[src/rtl/regbank_pkg.sv]
// Shared widths, writeback request struct and grant encoding for the
// register-bank writeback arbiter.
package regbank_pkg;

  localparam int AWIDTH = 5;
  localparam int DWIDTH = 32;

  typedef struct packed {
    logic [AWIDTH-1:0] addr;
    logic [DWIDTH-1:0] data;
  } wb_req_t;

  typedef enum logic [1:0] {
    GNT_NONE = 2'd0,
    GNT_ALU  = 2'd1,
    GNT_LSU  = 2'd2
  } wb_gnt_e;

endpackage

[src/rtl/regbank_wb_prio.sv]
// Grant decode for the writeback port: LSU has priority, and starve_cnt
// forces an ALU win after STARVE_LIMIT consecutive ALU losses.
module regbank_wb_prio
  import regbank_pkg::*;
#(
  parameter int STARVE_LIMIT = 4
) (
  input  logic    clk,
  input  logic    rst,
  input  logic    alu_valid,
  input  logic    lsu_valid,
  output wb_gnt_e gnt
);

  localparam int CW = $clog2(STARVE_LIMIT + 1);
  localparam logic [CW-1:0] LIMIT = CW'(STARVE_LIMIT);

  logic [CW-1:0] starve_cnt;

  always_comb begin
    gnt = GNT_NONE;
    if (alu_valid && lsu_valid) begin
      gnt = (starve_cnt == LIMIT) ? GNT_ALU : GNT_LSU;
    end else if (alu_valid) begin
      gnt = GNT_ALU;
    end else if (lsu_valid) begin
      gnt = GNT_LSU;
    end
  end

  // Counts only contested LSU wins; any ALU grant or idle ALU clears it.
  always_ff @(posedge clk or posedge rst) begin
    if (rst) begin
      starve_cnt <= '0;
    end else if (alu_valid && lsu_valid && gnt == GNT_LSU) begin
      starve_cnt <= starve_cnt + CW'(1);
    end else if (gnt == GNT_ALU || !alu_valid) begin
      starve_cnt <= '0;
    end
  end

endmodule

[src/rtl/regbank_wb_arbiter.sv]
// Two-requester (ALU/LSU) writeback arbiter feeding the register bank through
// a registered write port. Optional read bypass enabled by REGBANK_WB_FWD_EN.
// Handshake: a request transfers in the cycle where valid && ready; ready is
// combinational, requesters hold valid/addr/data stable until accepted.
module regbank_wb_arbiter
  import regbank_pkg::*;
#(
  parameter int AWIDTH       = regbank_pkg::AWIDTH,
  parameter int DWIDTH       = regbank_pkg::DWIDTH,
  parameter int STARVE_LIMIT = 4
) (
  input  logic              clk,
  input  logic              rst,
  input  logic              alu_valid,
  output logic              alu_ready,
  input  logic [AWIDTH-1:0] alu_waddr,
  input  logic [DWIDTH-1:0] alu_wdata,
  input  logic              lsu_valid,
  output logic              lsu_ready,
  input  logic [AWIDTH-1:0] lsu_waddr,
  input  logic [DWIDTH-1:0] lsu_wdata,
  output logic              rb_wen,
  output logic [AWIDTH-1:0] rb_waddr,
  output logic [DWIDTH-1:0] rb_wdata
`ifdef REGBANK_WB_FWD_EN
  ,
  input  logic [AWIDTH-1:0] fwd_raddr1,
  input  logic [AWIDTH-1:0] fwd_raddr2,
  output logic              fwd_hit1,
  output logic              fwd_hit2,
  output logic [DWIDTH-1:0] fwd_data1,
  output logic [DWIDTH-1:0] fwd_data2
`endif
);

  wb_gnt_e           gnt;
  logic [AWIDTH-1:0] sel_addr;
  logic [DWIDTH-1:0] sel_data;

  regbank_wb_prio #(
    .STARVE_LIMIT(STARVE_LIMIT)
  ) u_prio (
    .clk      (clk),
    .rst      (rst),
    .alu_valid(alu_valid),
    .lsu_valid(lsu_valid),
    .gnt      (gnt)
  );

  assign alu_ready = (gnt == GNT_ALU);
  assign lsu_ready = (gnt == GNT_LSU);
  assign sel_addr  = (gnt == GNT_LSU) ? lsu_waddr : alu_waddr;
  assign sel_data  = (gnt == GNT_LSU) ? lsu_wdata : alu_wdata;

  // x0 writes are accepted but never reach the bank; addr/data hold.
  always_ff @(posedge clk or posedge rst) begin
    if (rst) begin
      rb_wen   <= 1'b0;
      rb_waddr <= '0;
      rb_wdata <= '0;
    end else if (gnt != GNT_NONE && sel_addr != '0) begin
      rb_wen   <= 1'b1;
      rb_waddr <= sel_addr;
      rb_wdata <= sel_data;
    end else begin
      rb_wen   <= 1'b0;
    end
  end

`ifdef REGBANK_WB_FWD_EN
  assign fwd_hit1  = rb_wen && (rb_waddr == fwd_raddr1) && (fwd_raddr1 != '0);
  assign fwd_hit2  = rb_wen && (rb_waddr == fwd_raddr2) && (fwd_raddr2 != '0);
  assign fwd_data1 = fwd_hit1 ? rb_wdata : '0;
  assign fwd_data2 = fwd_hit2 ? rb_wdata : '0;
`endif

endmodule

[config.mk]
export PLATFORM = sky130hd
export DESIGN_NAME = regbank_wb_arbiter
export DESIGN_NICKNAME = d
export VERILOG_FILES = /design/src/rtl/regbank_pkg.sv /design/src/rtl/regbank_wb_prio.sv /design/src/rtl/regbank_wb_arbiter.sv
export SDC_FILE = /design/constraint.sdc
export NUM_CORES = 1
export LEC_CHECK = 0
export CORE_ASPECT_RATIO = 0.5
export CORE_MARGIN = 2
export CORE_UTILIZATION = 40
export DETAILED_ROUTE_END_ITERATION = 10
export HOLD_SLACK_MARGIN = 0.05
export PLACE_DENSITY = 0.82
export RECOVER_POWER = 50
export SYNTH_ARGS = -nofsm -noshare
export SYNTH_HDL_FRONTEND = slang
export SYNTH_SLANG_ARGS = --single-unit
[constraint.sdc]
create_clock -name clk -period 2.51 [get_ports clk]
set_input_delay 0.3765 -clock clk [delete_from_list [all_inputs] [get_ports clk]]
set_output_delay 0.3765 -clock clk [all_outputs]
set_load 0.03 [all_outputs]
==> impl_metrics.env <==
export IMPL_postSynthCellCount=160
export IMPL_hpwl_mm=4.43
export IMPL_post_cts_buffers=0
export IMPL_drv_slew=0
export IMPL_root_buffer="clkbuf_8"
export IMPL_synth_ff_type="dfrtp_1"
export IMPL_finalCritPeriodShare_pct=89.8
export IMPL_drt_drc_violations_left=0
export IMPL_ys_seq_area_share_pct=45.6
export IMPL_place_ws_ns=0.0579
export IMPL_crit_required_ns=2.13
export IMPL_swShare_pct=27.7
export IMPL_num_vias=1714
export IMPL_yosysUniqueCellTypes=29
export IMPL_critical_path_class="flop to output port"
export IMPL_synthArstFlopShare_pct=100
export IMPL_layout_drive_gt1_share_pct=31.0
export IMPL_cts_tree="built"
export IMPL_switchingPower_mw=0.575
export IMPL_worst_hold_slack_ns=0.443
export IMPL_synth_edf_count=0
export IMPL_power_frac_comb_pct=32.3
export IMPL_gr_usage_met2_pct=34.7
export IMPL_rr_startpoint="u_prio.starve_cnt[0]$_DFFE_PP0P_"
export IMPL_num_antenna_cells=0
export IMPL_initial_utilization_pct=41.3
export IMPL_busiest_layer="met2"
export IMPL_ioPinCount=118
export IMPL_nets=363
export IMPL_met3_usage_pct=4.11
export IMPL_rsz0062_at_grt="no"
export IMPL_netlist_top_cells_count="dfrtp_1 (41), mux2_2 (39), mux2_4 (29)"
export IMPL_grt_use_total_pct=19.5
export IMPL_portBuffers=117
export IMPL_fmax_mhz=444
export IMPL_synthTopCellsByArea="dfrtp_1 (46%), mux2_2 (20%), mux2_4 (19%)"
export IMPL_power_density_nw_per_um2=566
export IMPL_p_int_mw=1.50
export IMPL_yosysTopAreaCellShare_pct=45.6
export IMPL_routed_wirelength_mm=5.65
export IMPL_hp_class="input port to async pin"
export IMPL_core_area_sq_um=5440
export IMPL_rows=19
export IMPL_path_max_fanout=24
export IMPL_grt_max_degree=25
export IMPL_antenna_found_initial=0
export IMPL_avgSynthCellArea_sq_um=14.1
export IMPL_synth_top_area_cell="dfrtp_1"
export IMPL_yosys_warnings=0
export IMPL_arrival_ns=1.88
export IMPL_tightest_slew_ns=1.03
export IMPL_ant_nets=0
export IMPL_fp_dieW_microns=110
export IMPL_yosysMostFrequentCell="dfrtp_1"
export IMPL_cts_buffers_inserted=5
export IMPL_dieArea_sq_um=6280
export IMPL_maxSlewHeadroom_pct=31.6
export IMPL_clk_latency_ns=0.29
export IMPL_min_period_ns=2.25
export IMPL_h_tree_depth=2
export IMPL_grt_pass1_wl_mm=9.44
export IMPL_dp_cells=349
export IMPL_netlist_area_sq_um=2250
export IMPL_clk_pin_slew_worst_paths_ns=0.08
export IMPL_wire_per_inst_microns=15.8
export IMPL_grt_use_met1_pct=23.6
export IMPL_cts_path_max_buffers=2
export IMPL_drv_cap=0
export IMPL_first_global_vias=1954
export IMPL_critPathLaunchType="flop"
export IMPL_endpoint_kind="output port"
export IMPL_status="finished, final reports clean"
export IMPL_final_cells=357
export IMPL_clkPwrFrac_pct=30.3
export IMPL_die_h_microns=57.0
export IMPL_p_seq_share_pct=37.4
export IMPL_cts_sinks=41
export IMPL_drt_iter0_drc=55
export IMPL_synth_fp_nets=240
export IMPL_gp_congestion=0.724
export IMPL_viasPerCell=4.80
export IMPL_fin_tns_setup_ns=0
export IMPL_synth_seq_cells=41
export IMPL_setup_slack_ns=0.255
export IMPL_area_delta_synth_final_pct=62.9
export IMPL_critPathLaunch="u_prio.starve_cnt[0]$_DFFE_PP0P_"
export IMPL_firstDrtPassIters=7
export IMPL_finalClockSkew_ns=0.00521
export IMPL_finalSetupViolCount=0
export IMPL_gr_total_overflow=0
export IMPL_finalHoldViolCount=0
export IMPL_worst_ir_drop_vdd_mv=0.302
export IMPL_power_leakage_nw=1.59
-- power by group through the flow --
stage	combinational (mW)	sequential, mW	clock [mW]
floorplan	0.219	0.931	0
global route	0.705	0.788	0.674
detailed placement	0.688	0.789	0
CTS	0.690	0.779	0.644
global placement	0.675	0.788	0
finish	0.669	0.776	0.629
-- cell usage in the layout (no fill, tap or decap) --
cell | synthesis | final
nand2_1 | 3 | 3
a21oi_1 | 3 | 3
clkbuf_1 | 3 | 2
a21boi_0 | 1 | 1
ha_1 | 2 | 2
mux2i_1 | 2 | 2
o221ai_1 | 1 | 1
mux2_4 | 29 | 29
bufinv_16 | 0 | 2
nor2b_1 | 1 | 1
o2bb2ai_1 | 1 | 1
a211oi_4 | 2 | 2
or4_4 | 1 | 1
a221o_1 | 1 | 1
nand3_1 | 2 | 2
dlymetal6s2s_1 | 0 | 1
nor2_1 | 6 | 6
and2_1 | 2 | 2
dfrtp_1 | 41 | 41
mux2_2 | 39 | 39
and3_1 | 1 | 1
dlygate4sd3_1 | 0 | 18
clkbuf_8 | 0 | 5
clkinv_2 | 0 | 1
or4_1 | 1 | 1
o21ai_0 | 1 | 1
inv_1 | 5 | 4
nor4_1 | 2 | 2
and2_2 | 0 | 1
buf_4 | 0 | 5
nand2b_1 | 1 | 1
clkinv_1 | 0 | 1
a211o_1 | 1 | 1
clkdlybuf4s50_1 | 0 | 97
buf_12 | 0 | 2
nand3_2 | 1 | 1
-- metrics by stage --
step | util, % | power (mW) | area [sq um]
global route | 67.3 | 2.17 | 3670
finish | 67.3 | 2.07 | 3670
detailed placement | 65.0 | 1.48 | 3540
floorplan | - | 1.15 | 2250
global placement | 65.0 | 1.46 | 3540
CTS | 67.4 | 2.11 | 3670
-- per-layer routing --
layer	share of wire (%)	vias to the layer above	routed length, microns
met5	0	-	0
met4	2.1	0	119
met3	3.6	12	206
met2	53	40	2990
met1	41	848	2330
li1	-	814	-
-- flip-flops by register name (all words and copies together) (netlist names) --
register	cells
rb_wdata	32
rb_wen	1
rb_waddr	5
u_prio.starve_cnt	3
-- kinds of logic (layout without fill, tap and decap cells) --
logic type	Yosys count	in the layout	synth area share (%)
DFF	41	41	45.6
adders and majority gates	2	2	1.11
AOI/OAI and AO/OA	11	11	4.61
muxes	70	70	39.7
buffers and inverters	14	138	3.50
and+or+nand+nor	22	22	5.45
-- final cells by class --
cell class | count | area [sq um]
clock buffers | 5 | 68.8
clock inverters | 3 | 65.1
fillers | 406 | 1780
inverters | 5 | 18.8
multi-input cells | 105 | 1150
flip-flops and latches | 41 | 1030
well taps | 73 | 91.3
repair buffers | 125 | 1250
-- final timing paths --
kind | endpoint | slack [ns] | depth (start not counted)
max | lsu_ready | 0.26 | 6
min reg2reg | u_prio.starve_cnt[0]$_DFFE_PP0P_ | 0.45 | 1
max in group asynchronous | rb_wdata[8]$_DFFE_PP0P_ | 0.84 | 3
max reg2reg | rb_wdata[31]$_DFFE_PP0P_ | 0.36 | 7
min in group clk | u_prio.starve_cnt[0]$_DFFE_PP0P_ | 0.45 | 1
min | rb_waddr[3]$_DFFE_PP0P_ | 0.44 | 2
-- critical path, cell delays in order (launching register included) --
cell and delay, ns:
dfrtp_1 0.37, inv_1 0.05, ha_1 0.25, nand3_2 0.15
and2_2 0.23, buf_4 0.32, buf_4 0.22
-- repair_timing --
action                                  in CTS  in global routing
resized for setup                            0                  1
hold buffers                                 0                  0
endpoints found under the setup margin       0                  1
(Power assumes the default switching activity.)
==> RTL change (same flow settings) <==
The package constant `AWIDTH` goes from 5 to 6.
--- a/src/rtl/regbank_pkg.sv
+++ b/src/rtl/regbank_pkg.sv
@@ -2,7 +2,7 @@
 // register-bank writeback arbiter.
 package regbank_pkg;
 
-  localparam int AWIDTH = 5;
+  localparam int AWIDTH = 6;
   localparam int DWIDTH = 32;
 
   typedef struct packed {
Ports: changed (resized alu_waddr, lsu_waddr and rb_waddr); port bits go from 118 to 121. No check against the original RTL was run, so the function may have changed too.
==> RTL change against the original RTL <==
Core utilization is 3.9 points higher; largest power group unchanged; routed wire length rose by 0.37%; count of clock-buffer cells in the layout rose by 1; die area shrank 5.1%; area after synthesis decreased by 5.4%; total power fell by 6.4%; worst setup slack worse by 16 ps; sequential cell count is 1 higher; cell area is 2.4% lower.
==> RTL change: results (changes against the original RTL) <==
[status]
status=complete, no violations  ; unchanged

[route]
wl_um=5670  ; was 5650 um
top_layer=met4  ; unchanged
dr_wl_met3_um=215  ; was 206 um
drtIter0Drc=30  ; was 55
drt-pass1-iter-count=4  ; was 7
wl_met1_um=2300  ; was 2330 um
dr_wl_met2_um=3070  ; was 2990 um
vias_per_cell=4.82  ; was 4.80

[yosys]
synth.top_cells.by_area=dfrtp_1 49%, mux2_2 35%, mux2_4 6.3%  ; was dfrtp_1 46%, mux2_2 20%, mux2_4 19%
syn-num-nets=231  ; was 240
synth.top_cells.by_count=67 x mux2_2, 42 x dfrtp_1, 9 x mux2_4, 5 x inv_1  ; was 41 x dfrtp_1, 39 x mux2_2, 29 x mux2_4, 6 x nor2_1, 5 x inv_1
seq_area_frac_synth_pct=49.4  ; was 45.6%
synth.distinct_cells=19  ; was 29

[cts]
ctsResizeCount=0  ; unchanged
cts_root_buf=clkbuf_8  ; unchanged
h-tree-depth=2  ; unchanged

[power]
p_leak_nw=1.48  ; was 1.59 nW
p_seq_w=0.000786  ; was 0.000776 W
vdd_drop_max_mv=0.300  ; was 0.302 mV
pg_comb_w=0.000634  ; was 0.000669 W
powerClk_w=0.000521  ; was 0.000629 W
p_sw_w=0.000549  ; was 0.000575 W

[final_layout]
antennaDiodeCount=0  ; unchanged
reg_top3=rb_wdata (32), rb_waddr (6), u_prio.starve_cnt (3)  ; was rb_wdata (32), rb_waddr (5), u_prio.starve_cnt (3)
drive_gt1_share_pct=33.6  ; was 31.0%
num-nets-final=358  ; was 363
fillers=385  ; was 406

[placement]
gp_congestion=0.833  ; was 0.724
portBuffers=120  ; was 117
dpl.hpwl_um=4520  ; was 4430 um

[grt]
grt_pass1_wl_um=8960  ; was 9440 um
grt_util_met3_pct=4.45  ; was 4.11%
grt_pass1_vias=1807  ; was 1954
grt_use_total_pct=19.4  ; was 19.5%
use_met2_pct=36.0  ; was 34.7%
grtUsageMet1_pct=22.1  ; was 23.6%
grt_max_degree=43  ; was 25

[worst_setup_path]
arrival_ps=2440  ; was 1880 ps
worstPathMaxFanout=28  ; was 24

[hold_path]
hp-class=reg -> reg  ; was in -> async

[sta]
skew_ps=7.75  ; was 5.21 ps
worstMarginPinSlew_ps=990  ; was 1030 ps

==> RTL change: worst paths after layout <==
| path | startpoint | end | slack [ps] | cells after the start |
|---|---|---|---|---|
| hold / removal | u_prio.starve_cnt[0] | u_prio.starve_cnt[0] | 460 | 1 |
| max in group asynchronous | rst | rb_wdata[16] | 1070 | 3 |
| min in group asynchronous | rst | rb_wdata[11] | 830 | 3 |
| setup / recovery | alu_waddr[4] | rb_wdata[15] | 240 | 7 |
| setup reg to reg | u_prio.starve_cnt[0] | rb_wdata[15] | 270 | 8 |
| hold reg to reg | u_prio.starve_cnt[0] | u_prio.starve_cnt[0] | 460 | 1 |
==> RTL change: logic make-up after synthesis <==
kind of cell,share of synthesized area (%)
mux,42.2
fa+ha+maj,1.17
buf+inv,3.17
simple gates,2.88
flops,49.4
compound gates,1.18
==> RTL change: through the flow <==
step	util (%)	worst slack, ps	cells	hold slack (ps)	instance area [um^2]
after floorplan	-	416	149	430	2130
after global placement	69.1	-21.9	339	441	3470
after detailed placement	69.1	-48.1	339	456	3470
after CTS	71.3	222	347	467	3580
after global routing	71.2	99.0	347	504	3580
final	71.2	239	347	464	3580
==> RTL change: area by class of cell <==
class | count | area [um^2] | area share (%)
Tap cell | 70 | 87.6 | 2.45
Clock buffer | 6 | 72.6 | 2.03
Sequential cell | 42 | 1050 | 29.4
Multi-Input combinational cell | 94 | 1030 | 28.8
Inverter | 5 | 18.8 | 0.525
Clock inverter | 2 | 37.5 | 1.05
Timing Repair Buffer | 128 | 1280 | 35.8
==> RTL change: critical path, stage by stage <==
cell	delay [ps]
clkdlybuf4s50_1	420
or4_1	510
a2111oi_0	400
buf_4	190
a311oi_4	50
buf_12	210
mux2_2	280
